### src/rtl/mtr_spd_ramp.sv
// Slew-rate limiter in front of the motor driver: clamps signed wheel targets and
// walks lft_spd/rght_spd toward them by at most STEP per ramp tick.
module mtr_spd_ramp #(
    parameter int TICK_DIV = 1024,
    parameter int STEP     = 8,
    parameter int SAT      = 1023
) (
    input  logic               clk,
    input  logic               rst,
    input  logic               en,
    input  logic               brake,
    input  logic signed [10:0] lft_tgt,
    input  logic signed [10:0] rght_tgt,
    output logic signed [10:0] lft_spd,
    output logic signed [10:0] rght_spd,
    output logic               at_tgt,
    output logic               ramping
);

    localparam int CW = (TICK_DIV > 2) ? $clog2(TICK_DIV) : 1;
    localparam logic [CW-1:0]        CNT_LAST = CW'(TICK_DIV - 1);
    localparam logic signed [10:0]   SAT_P    = 11'(SAT);
    localparam logic signed [10:0]   SAT_N    = -SAT_P;
    localparam logic signed [10:0]   STEP11   = 11'(STEP);
    localparam logic signed [11:0]   STEP_P12 = 12'(STEP);
    localparam logic signed [11:0]   STEP_N12 = -STEP_P12;

    typedef enum logic [1:0] {IDLE, RUN, STOP, BRAKE} state_t;

    state_t             state, state_nxt;
    logic [CW-1:0]      cnt;
    logic               tick;
    logic signed [10:0] eff_l, eff_r;
    logic signed [10:0] nxt_l, nxt_r;

    function automatic logic signed [10:0] clamp(input logic signed [10:0] t);
        if (t > SAT_P)      clamp = SAT_P;
        else if (t < SAT_N) clamp = SAT_N;
        else                clamp = t;
    endfunction

    // One step toward eff; diff is widened so eff - spd can never wrap.
    function automatic logic signed [10:0] ramp(input logic signed [10:0] spd,
                                                input logic signed [10:0] eff);
        logic signed [11:0] diff;
        diff = {eff[10], eff} - {spd[10], spd};
        if (diff > STEP_P12)      ramp = spd + STEP11;
        else if (diff < STEP_N12) ramp = spd - STEP11;
        else                      ramp = eff;
    endfunction

    assign tick = (cnt == CNT_LAST);

    always_comb begin
        state_nxt = state;
        eff_l     = '0;
        eff_r     = '0;
        if (state == RUN) begin
            eff_l = clamp(lft_tgt);
            eff_r = clamp(rght_tgt);
        end
        nxt_l = ramp(lft_spd, eff_l);
        nxt_r = ramp(rght_spd, eff_r);
        case (state)
            IDLE:    if (brake) state_nxt = BRAKE;
                     else if (en) state_nxt = RUN;
            RUN:     if (brake) state_nxt = BRAKE;
                     else if (!en) state_nxt = STOP;
            STOP:    if (brake) state_nxt = BRAKE;
                     else if (en) state_nxt = RUN;
                     else if (lft_spd == '0 && rght_spd == '0) state_nxt = IDLE;
            BRAKE:   if (!brake) state_nxt = en ? RUN : IDLE;
            default: state_nxt = IDLE;
        endcase
    end

    assign at_tgt  = (lft_spd == eff_l) && (rght_spd == eff_r);
    assign ramping = ((state == RUN) || (state == STOP)) && !at_tgt;

    // Brake zeroes outputs and holds the tick counter at 0, overriding any tick step.
    always_ff @(posedge clk or posedge rst) begin
        if (rst) begin
            state    <= IDLE;
            cnt      <= '0;
            lft_spd  <= '0;
            rght_spd <= '0;
        end else begin
            state <= state_nxt;
            if (brake) begin
                cnt      <= '0;
                lft_spd  <= '0;
                rght_spd <= '0;
            end else begin
                cnt <= tick ? '0 : cnt + CW'(1);
                if (tick) begin
                    lft_spd  <= nxt_l;
                    rght_spd <= nxt_r;
                end
            end
        end
    end

endmodule

### config.mk
export PLATFORM = sky130hd
export DESIGN_NAME = mtr_spd_ramp
export DESIGN_NICKNAME = d
export VERILOG_FILES = /design/src/rtl/mtr_spd_ramp.sv
export SDC_FILE = /design/constraint.sdc
export NUM_CORES = 1
export LEC_CHECK = 0
export ABC_CLOCK_PERIOD_IN_PS = 9890
export BUFFER_PORTS_ARGS = -buffer_cell sky130_fd_sc_hd__buf_2
export CAP_MARGIN = 0
export CORE_MARGIN = 8
export CORE_UTILIZATION = 43
export DETAILED_ROUTE_END_ITERATION = 10
export HOLD_SLACK_MARGIN = 0.15
export SLEW_MARGIN = 5
export SYNTH_ARGS = -nofsm -noshare
export SYNTH_HDL_FRONTEND = slang
export SYNTH_SLANG_ARGS = --single-unit
### constraint.sdc
create_clock -name clk -period 9.89 [get_ports clk]
set_input_delay 0.4945 -clock clk [delete_from_list [all_inputs] [get_ports clk]]
set_output_delay 0.4945 -clock clk [all_outputs]
set_load 0.01 [all_outputs]
After elaboration in Yosys (flattened, before gate mapping)
Index checks and enable logic that the tools add are counted.
{"block": "totals", "reg_bits": 34, "inputBits": 26, "word_cells": 65, "out_inout_bits": 24}
{"block": "classes", "reduce_logical": 10, "n_mux": 26, "addsub": 7, "magnitude_cmp": 8, "eq_ne": 10}
{"op": "11-bit 2-to-1 mux", "count": 14}
{"op": "12-bit by 5-bit greater-than comparator with 1-bit output, second input constant", "count": 2}
{"op": "12-bit by 4-bit less-than comparator with 1-bit output, second input constant", "count": 2}
{"op": "11-bit by 11-bit subtractor with 12-bit output", "count": 2}
{"op": "11-bit by 5-bit adder with 11-bit output, second input constant", "count": 2}
{"op": "11-bit == test", "count": 2}
{"op": "11-bit greater-than comparator, second input constant", "count": 2}
{"op": "11-bit zero test", "count": 2}
{"op": "11-bit less-than comparator, second input constant", "count": 2}
{"op": "11-bit by 5-bit subtractor with 11-bit output, second input constant", "count": 2}
{"op": "10-bit 2-to-1 mux", "count": 2}
{"op": "2-bit 2-to-1 mux", "count": 8}
{"op": "10-bit by 1-bit adder with 10-bit output, second input constant", "count": 1}
{"op": "10-bit == test, second input constant", "count": 1}
{"op": "2-bit case mux with 4 select lines", "count": 1}
{"op": "3-bit inequality test, second input constant", "count": 2}
{"op": "2-bit == test, second input constant", "count": 2}
{"op": "4-bit inequality test, second input constant", "count": 1}
{"op": "4-bit AND reduction", "count": 1}
{"op": "1-bit logical AND", "count": 3}
{"op": "2-bit by 1-bit == test with 1-bit output, second input constant", "count": 1}
{"op": "2-bit zero test", "count": 1}
{"op": "2-bit inequality test, second input constant", "count": 1}
{"op": "2-bit nonzero test", "count": 1}
{"op": "other kinds (3)", "count": 3}

Depth between registers and ports, before layout
Gate-level depths: netlist of the first run.
{"block": "depth", "word_depth": 10, "mapped_depth": 17, "mapped_depth_nobuf": 16}

Least setup slack after synthesis of the first run
Ideal clock, no wire load.
{"block": "synth_path", "path_kind": "input to register", "startpoint": "input port lft_tgt[2]", "endpoint": "register lft_spd[0]", "setup_time_ns": 0.128, "path_stages": 17, "t_arrival_ns": 4.677, "path_slack_ns": 5.085, "path_buffers": 2, "required_ns": 9.762, "path_cell_list": "or4_1 > o41ai_1 > ha_1 > nor2b_1 > and2_1 > ha_1 > buf_6 > and3_4 > o21a_1 > or3_1 > a221oi_1 > nand4_1 > or3_1 > buf_2 > mux2_4 > nor2_4 > mux2_1"}
{"block": "synth_via", "elab_chain_len": 10, "word_cells_on_any_way": 12, "cone_classes": "add/sub (1); order compare (4); mux (7)"}
{"element": "start, declared", "line_no": "12", "text": "input logic signed [10:0] lft_tgt,"}
{"element": "11-bit less-than comparator", "line_no": "38", "text": "else if (t < SAT_N) clamp = SAT_N;"}
{"element": "11-bit 2-to-1 mux", "line_no": "38"}
{"element": "11-bit 2-to-1 mux *", "line_no": "37", "text": "if (t > SAT_P) clamp = SAT_P;"}
{"element": "11-bit 2-to-1 mux *", "line_no": "58", "text": "if (state == RUN) begin"}
{"element": "11-bit by 11-bit subtractor with 12-bit output", "line_no": "46", "text": "diff = {eff[10], eff} - {spd[10], spd};"}
{"element": "12-bit by 4-bit less-than comparator with 1-bit output", "line_no": "48", "text": "else if (diff < STEP_N12) ramp = spd - STEP11;"}
{"element": "11-bit 2-to-1 mux", "line_no": "48"}
{"element": "11-bit 2-to-1 mux *", "line_no": "47", "text": "if (diff > STEP_P12) ramp = spd + STEP11;"}
{"element": "11-bit 2-to-1 mux *", "line_no": "95", "text": "if (tick) begin"}
{"element": "11-bit 2-to-1 mux *", "line_no": "89", "text": "if (brake) begin"}
{"element": "end signal, assigned", "line_no": "96", "text": "lft_spd <= nxt_l;"}
{"element": "end, declared", "line_no": "14", "text": "output logic signed [10:0] lft_spd,"}
Every way passes the cells marked *; elsewhere a longest branch is shown, timed or not. The select of a mux whose other input is x is not followed.
A chain may end at the register's enable or synchronous reset.

Worst setup path in the final report of the first run
{"block": "layout_path", "startpoint": "input port lft_tgt[2]", "endpoint": "register lft_spd[5]"}
The elaborated chain is that of the path after synthesis.

==> results of run 1 <==
-- power by group through the flow --
stage	registers, uW	clock network [uW]	logic [uW]
finish	153	114	646
global route	154	124	721
CTS	153	120	639
detailed placement	156	0	635
global placement	156	0	629
floorplan	154	0	501
-- logic make-up after synthesis --
kind of cell,after synthesis,share of synthesized area
compound gates,143,0.233
xor+xnor,27,0.0588
fa+ha+maj,35,0.112
buf+inv,52,0.0532
flops,34,0.212
mux,16,0.0414
simple gates,221,0.290
-- metrics by stage --
step	hold WS, ps	total power, uW	setup WS [ps]
after floorplan	455	655	5090
after global placement	474	785	4300
after detailed placement	477	791	4270
after CTS	329	912	4560
after global routing	355	999	4180
final	314	913	4490
-- path summary, 6_finish.rpt --
kind / cells after the start / end / slack, ps
setup / recovery: 16 / lft_spd[5] / 4490
hold / removal: 3 / cnt[7] / 310
setup reg to reg: 14 / lft_spd[5] / 5010
hold reg to reg: 1 / cnt[0] / 490
max in group asynchronous: 3 / cnt[1] / 9240
min in group clk: 1 / cnt[0] / 490
-- cell type report --
class                   instances  area share
clock buffers                   6      0.0187
clock inverters                 2     0.00283
inverters                      33      0.0280
multi-input cells             442       0.669
flip-flops and latches         34       0.193
well taps                     111      0.0314
repair buffers                 50      0.0572
-- metal layers --
layer	routed length (um)	up-vias	global-route usage	part of all wire
li1	-	2013	-	-
met3	608	20	0.0298	0.050
met1	5560	1944	0.256	0.45
met2	5840	126	0.325	0.48
met5	0	-	0	0
met4	231	0	0.0576	0.019
-- synth_stat cells, types with 4 or more instances --
cell type / count
a21oi_1: 30
nor2_1: 47
o211ai_1: 4
and2_1: 20
clkbuf_1: 13
a31oi_1: 17
o2111ai_1: 5
o21ai_0: 35
nand4_1: 15
a211oi_1: 5
nor2b_1: 11
or4_1: 6
dfrtp_1: 34
o22ai_1: 4
nor3_1: 8
xnor2_1: 17
nand2b_1: 6
nand2_1: 44
ha_1: 32
a221oi_1: 4
and3_1: 5
nor4_1: 6
or3_1: 8
or2_2: 4
o21a_1: 4
a21o_1: 4
xor2_1: 10
nand3b_1: 5
mux2i_1: 14
nand3_1: 21
inv_1: 33
-- placed cells by master, fill, tap and decap left out, types with 3 or more instances in the layout --
cell,count
buf_2,49
nor2_1,47
nand2_1,44
o21ai_0,35
dfrtp_1,34
inv_1,33
ha_1,32
a21oi_1,30
nand3_1,21
and2_1,20
a31oi_1,17
xnor2_1,17
nand4_1,15
mux2i_1,14
nor2b_1,11
xor2_1,10
nor3_1,8
or3_1,8
or4_1,6
nor4_1,6
nand2b_1,6
clkbuf_8,6
and3_1,5
o2111ai_1,5
nand3b_1,5
a211oi_1,5
o21a_1,4
a21o_1,4
or2_2,4
o211ai_1,4
a221oi_1,4
o22ai_1,4
o31ai_1,3
nor3b_1,3
a211o_1,3
o41ai_1,3
-- worst register-to-register path, cell delays in order (launching register included) --
cell,delay [ps]
dfrtp_1,420
inv_1,130
ha_1,490
nor2b_1,530
and2_1,270
ha_1,350
and3_4,240
o21a_1,140
or3_1,360
a221oi_1,320
nand4_1,170
o31ai_1,880
o21ai_0,190
a21oi_1,200
o21a_1,140
-- registers in the layout (all words and copies together), names as in the netlist --
signal and count:
rght_spd 11, lft_spd 11, cnt 10, state 2
==> run_results.csv, run 1 <==
group,metric,value,unit
timing,max_freq,185,MHz
global_route,grt_max_degree,35,
routing,dr.pass1.iters,4,
logic_synthesis,syn_avg_cell_area,7.61,um^2
final_layout,design_area,4420,um^2
global_route,antenna_found_initial,0,
routing,first_iter_violations,185,
logic_synthesis,netlist_top_cells_area,"dfrtp_1 21%, ha_1 10%, nor2_1 4.4%",
power,p_sw_frac,0.509,
timing,relSlewSlack,0.284,
placed_design,place_area,4320,um^2
logic_synthesis,synth-edff-count,0,
routing,detail_route.wl_per_cell,18.0,um
logic_synthesis,synthArstFlopShare,1.00,
setup_path,r2r-start,"state[1]",
routing,totalWireLength,12.2,mm
logic_synthesis,synth_top_area_frac,0.212,
routing,postRouteAntennaNets,0,
floorplan,io_pins,50,
routing,drt-vias-per-instance,6.05,
setup_path,critPathSlowestCell,"o31ai_1",
setup_path,cp-startpoint,"lft_tgt[2]",
floorplan,start_util,0.439,
power,p_seq_frac,0.168,
timing,worst_pin_slew,1060,ps
setup_path,critPathKind,"in -> reg",
timing,finalCritPeriodShare,0.546,
routing,drc,0,
setup_path,critPathLaunchType,"input pin",
placed_design,hpwl,9.50,mm
power,p_int,448,uW
logic_synthesis,ys.flop_type,"dfrtp_1",
timing,grt_setup_unrepaired,"false",
placed_design,dp_cells,670,
worst_hold_path,hp-class,"in -> async",
logic_synthesis,syn-cell-area,4020,um^2
final_layout,nFillCells,927,
power,powerDensity,207,nW/um^2
final_layout,n_antenna_cell,0,
final_layout,fin_cells,678,
cts,numCtsBuffers,5,
job,max_cap_viol_count,0,
cts,cts_tree,"built",
final_layout,final-seq-area,851,um^2
cts,cts.clk_slew.worst_paths,80,ps
logic_synthesis,synth.largest_area_cell,"dfrtp_1",
floorplan,fp.dieW,113,um
setup_path,path_cells,"buf_2 > or4_1 > o41ai_1 > ha_1 > nor2b_1 > and2_1 > ha_1 > and3_4 > o21a_1 > or3_1 > a221oi_1 > nand4_1 > o31ai_1 > o21ai_0 > a21oi_1 > o21a_1",
cts,htree_levels,2,
timing,skew,4.20,ps
final_layout,drive_gt1_frac,0.129,
placed_design,io_buffers,49,
floorplan,die_area,12700,um^2
setup_path,end_kind,"register",
final_layout,final_nets,626,
timing,fin_setup_tns,0,ps
cts,clock-sinks,34,
final_layout,multi_input_area,2960,um^2
logic_synthesis,syn-num-nets,588,
logic_synthesis,syn-instance-count,528,
setup_path,crit_fanout,9,
setup_path,crit_required,10120,ps
cts,postCtsSetupBuffers,0,
timing,hold_violations,0,
power,p_switching,465,uW
global_route,grt_pass1_vias,3968,
placed_design,place.gp.congestion,0.948,
timing,drv_slew,0,
logic_synthesis,ys_ff_latch,34,
floorplan,die_h,113,um
final_layout,final_util,0.483,
setup_path,worst-path-buf-inv,1,
global_route,grtUsageTotal,0.196,
timing,fin_crit,5400,ps
floorplan,core_area,9150,um^2
final_layout,area_growth,9.87,%
routing,vias,4103,
outcome,status,"completed",
power,max-vdd-ir-drop,115,uV
setup_path,cp_slowest_stage_delay,880,ps
cts,insertion_delay,290,ps
power,leakage,0.00194,uW
power,pwr-share-clk,0.125,
cts,cts_buffer_depth,2,
logic_synthesis,yosys_warnings,0,
setup_path,cp.arrival,5630,ps
cts,cts-root-buf,"clkbuf_8",
timing,report.final.setup_viol,0,
setup_path,crit_family,"compound AO/OA/AOI/OAI gates",
cts,hold_buffers,0,
power,combPwrFrac,0.708,
logic_synthesis,synth_cell_types,71,
floorplan,rows,35,
cts,post_cts_resized,0,
global_route,grt_pass1_wl,20.4,mm
global_route,grt.overflow.total,0,
logic_synthesis,seq_area_frac_synth,0.212,
Power figures use the tool's default switching activity.
==> run 2: changes to the inputs <==
- ABC_CLOCK_PERIOD_IN_PS: 9890 -> 4600
- clock period: 9.89 -> 4.6 ns (I/O delays scaled with it)
==> run_results.csv, run 2 (synthesis gave the netlist of run 1 again) <==
group,metric,value,unit
floorplan,start_util,0.439,
final_layout,reg_top3,"lft_spd: 11 flops, rght_spd: 11 flops, cnt: 10 flops",
floorplan,die_h,113,um
final_layout,layout_common_cells,"56 x buf_4, 49 x buf_2, 47 x nor2_1, 44 x nand2_1, 35 x o21ai_0",
cts,htree_levels,2,
cts,cts_tree,"built",
outcome,status,"completed",
setup_path,critPathKind,"in -> reg",
timing,drv_slew,0,
cts,cts.clk_slew.worst_paths,80,ps
timing,setup_slack,208,ps
setup_path,critPathSlowestCell,"or4_1",
cts,numCtsBuffers,5,
global_route,globalRouteMet3Util,0.0277,
floorplan,die_area,12700,um^2
timing,fin_setup_tns,0,ps
final_layout,final_nets,682,
floorplan,rows,35,
setup_path,end_kind,"register",
global_route,grt_pass1_wl,21.0,mm
global_route,grt_use_met1,0.249,
final_layout,fin_cells,733,
floorplan,fp.dieW,113,um
placed_design,io_buffers,49,
cts,insertion_delay,290,ps
cts,cts-root-buf,"clkbuf_8",
routing,totalWireLength,12.7,mm
setup_path,crit_family,"compound AO/OA/AOI/OAI gates",
routing,drc,0,
final_layout,nFillCells,874,
global_route,grt.overflow.total,0,
timing,max_freq,228,MHz
timing,finalCritPeriodShare,0.955,
timing,hold_violations,0,
routing,postRouteAntennaNets,0,
final_layout,final-seq-area,851,um^2
timing,fin_crit,4390,ps
cts,clock-sinks,34,
worst_hold_path,hp-class,"in -> reg",
placed_design,place.gp.congestion,0.925,
setup_path,critPathLaunchType,"input pin",
setup_path,cpMostUsedCell,"o41ai_1",
placed_design,hpwl,10.2,mm
final_layout,drive_gt1_frac,0.212,
setup_path,crit_required,4760,ps
timing,worst_pin_slew,936,ps
final_layout,n_antenna_cell,0,
floorplan,core_area,9150,um^2
floorplan,io_pins,50,
final_layout,area_growth,20.4,%
setup_path,worst-path-buf-inv,3,
setup_path,cp_slowest_stage_delay,550,ps
timing,relSlewSlack,0.375,
setup_path,path_cells,"buf_2 > or4_1 > o41ai_1 > ha_1 > nor2b_2 > and2_1 > inv_1 > fa_1 > nor2b_1 > o31ai_1 > a21o_1 > a2111oi_0 > a211o_1 > o21ai_2 > buf_4 > o41ai_1 > a211oi_2",
global_route,grtUsageTotal,0.201,
final_layout,final_common_cell,"buf_4",
job,max_cap_viol_count,0,
power,total_power,2230,uW
power,leakage,0.00222,uW
routing,dr.pass1.iters,7,
setup_path,crit_fanout,5,
routing,drt-vias-per-instance,5.88,
placed_design,preCtsSetupSlack,-191,ps
cts,postCtsSetupBuffers,0,
final_layout,multi_input_area,2970,um^2
cts,cts_buffer_depth,2,
global_route,grt_max_degree,35,
global_route,grt_most_used_layer,"met2",
global_route,antenna_found_initial,0,
routing,detail_route.wl_per_cell,17.3,um
placed_design,dp_cells,725,
timing,report.final.setup_viol,0,
routing,vias,4312,
global_route,grt.met2_usage,0.345,
power,powerDensity,461,nW/um^2
routing,first_iter_violations,183,
power,max-vdd-ir-drop,218,uV
setup_path,cp.arrival,4550,ps
timing,skew,6.62,ps
global_route,grt_pass1_vias,4312,
timing,grt_setup_unrepaired,"false",
==> run 2: changes by cell type in the layout (fill, tap and decap cells not counted) <==
| cell | delta |
|---|---|
| buf_4 | +55 |
| dlygate4sd3_1 | +1 |
| o41ai_2 | +1 |
| a211oi_2 | +1 |
| clkinvlp_4 | -1 |
| o21a_2 | +1 |
| a211oi_1 | -1 |
| o41ai_1 | -1 |
| clkbuf_8 | -1 |
| nor2b_2 | +2 |
| clkinv_2 | +1 |
| nor2b_1 | -2 |
| o21a_1 | -1 |
==> run 2: per-stage QoR <==
stage / utilization / hold slack (ps) / instance area (um^2)
floorplan: - / 372 / 4020
global route: 0.529 / 388 / 4840
finish: 0.529 / 367 / 4840
detailed placement: 0.517 / 363 / 4730
CTS: 0.527 / 351 / 4820
global placement: 0.517 / 365 / 4730
==> run 2: path summary, 6_finish.rpt <==
check,start,end,slack (ps),depth (start not counted)
worst max-delay path,rght_tgt[4],rght_spd[7],210,17
worst min-delay path,en,state[0],370,5
worst max register to register,state[1],lft_spd[0],350,16
worst min register to register,cnt[0],cnt[0],500,1
max in group asynchronous,rst,lft_spd[9],3680,4
min in group asynchronous,rst,cnt[8],580,4
==> run 2: layer usage <==
| metal | up-vias | routed length, um |
|---|---|---|
| met3 | 21 | 597 |
| met1 | 2035 | 5700 |
| met5 | - | 0 |
| met2 | 136 | 6100 |
| li1 | 2120 | - |
| met4 | 0 | 291 |
==> run 2: worst reg2reg max path, cell delays in order (launching register included) <==
cell and delay [ps]:
dfrtp_1 410, inv_1 130, ha_1 460, nor2b_2 320, buf_4 160, and2_1 180
ha_1 260, buf_4 150, nand4_1 80, a211oi_1 80, a2111o_1 410, a31oi_1 200
xnor2_1 140, or3_1 400, mux2_4 310, nor2_4 110, mux2_1 330
==> run 2: area by class of cell <==
type	count	share of cell area
Timing Repair Buffer	106	0.140
Clock buffer	5	0.0142
Sequential cell	34	0.176
Tap cell	111	0.0287
Clock inverter	2	0.00207
Inverter	33	0.0256
Multi-Input combinational cell	442	0.614
==> run 2: power breakdown <==
| group | leakage (uW) | switching (uW) | internal [uW] |
|---|---|---|---|
| Clock | 0.0000438 | 122 | 102 |
| Sequential | 0.000468 | 16.2 | 313 |
| Combinational | 0.00171 | 922 | 757 |
==> run 2: what timing repair did <==
action | in CTS | in global routing
hold buffers | 1 | 0
setup endpoints to repair | 0 | 18
resized for setup | 0 | 5
hold endpoints to repair | 34 | 0
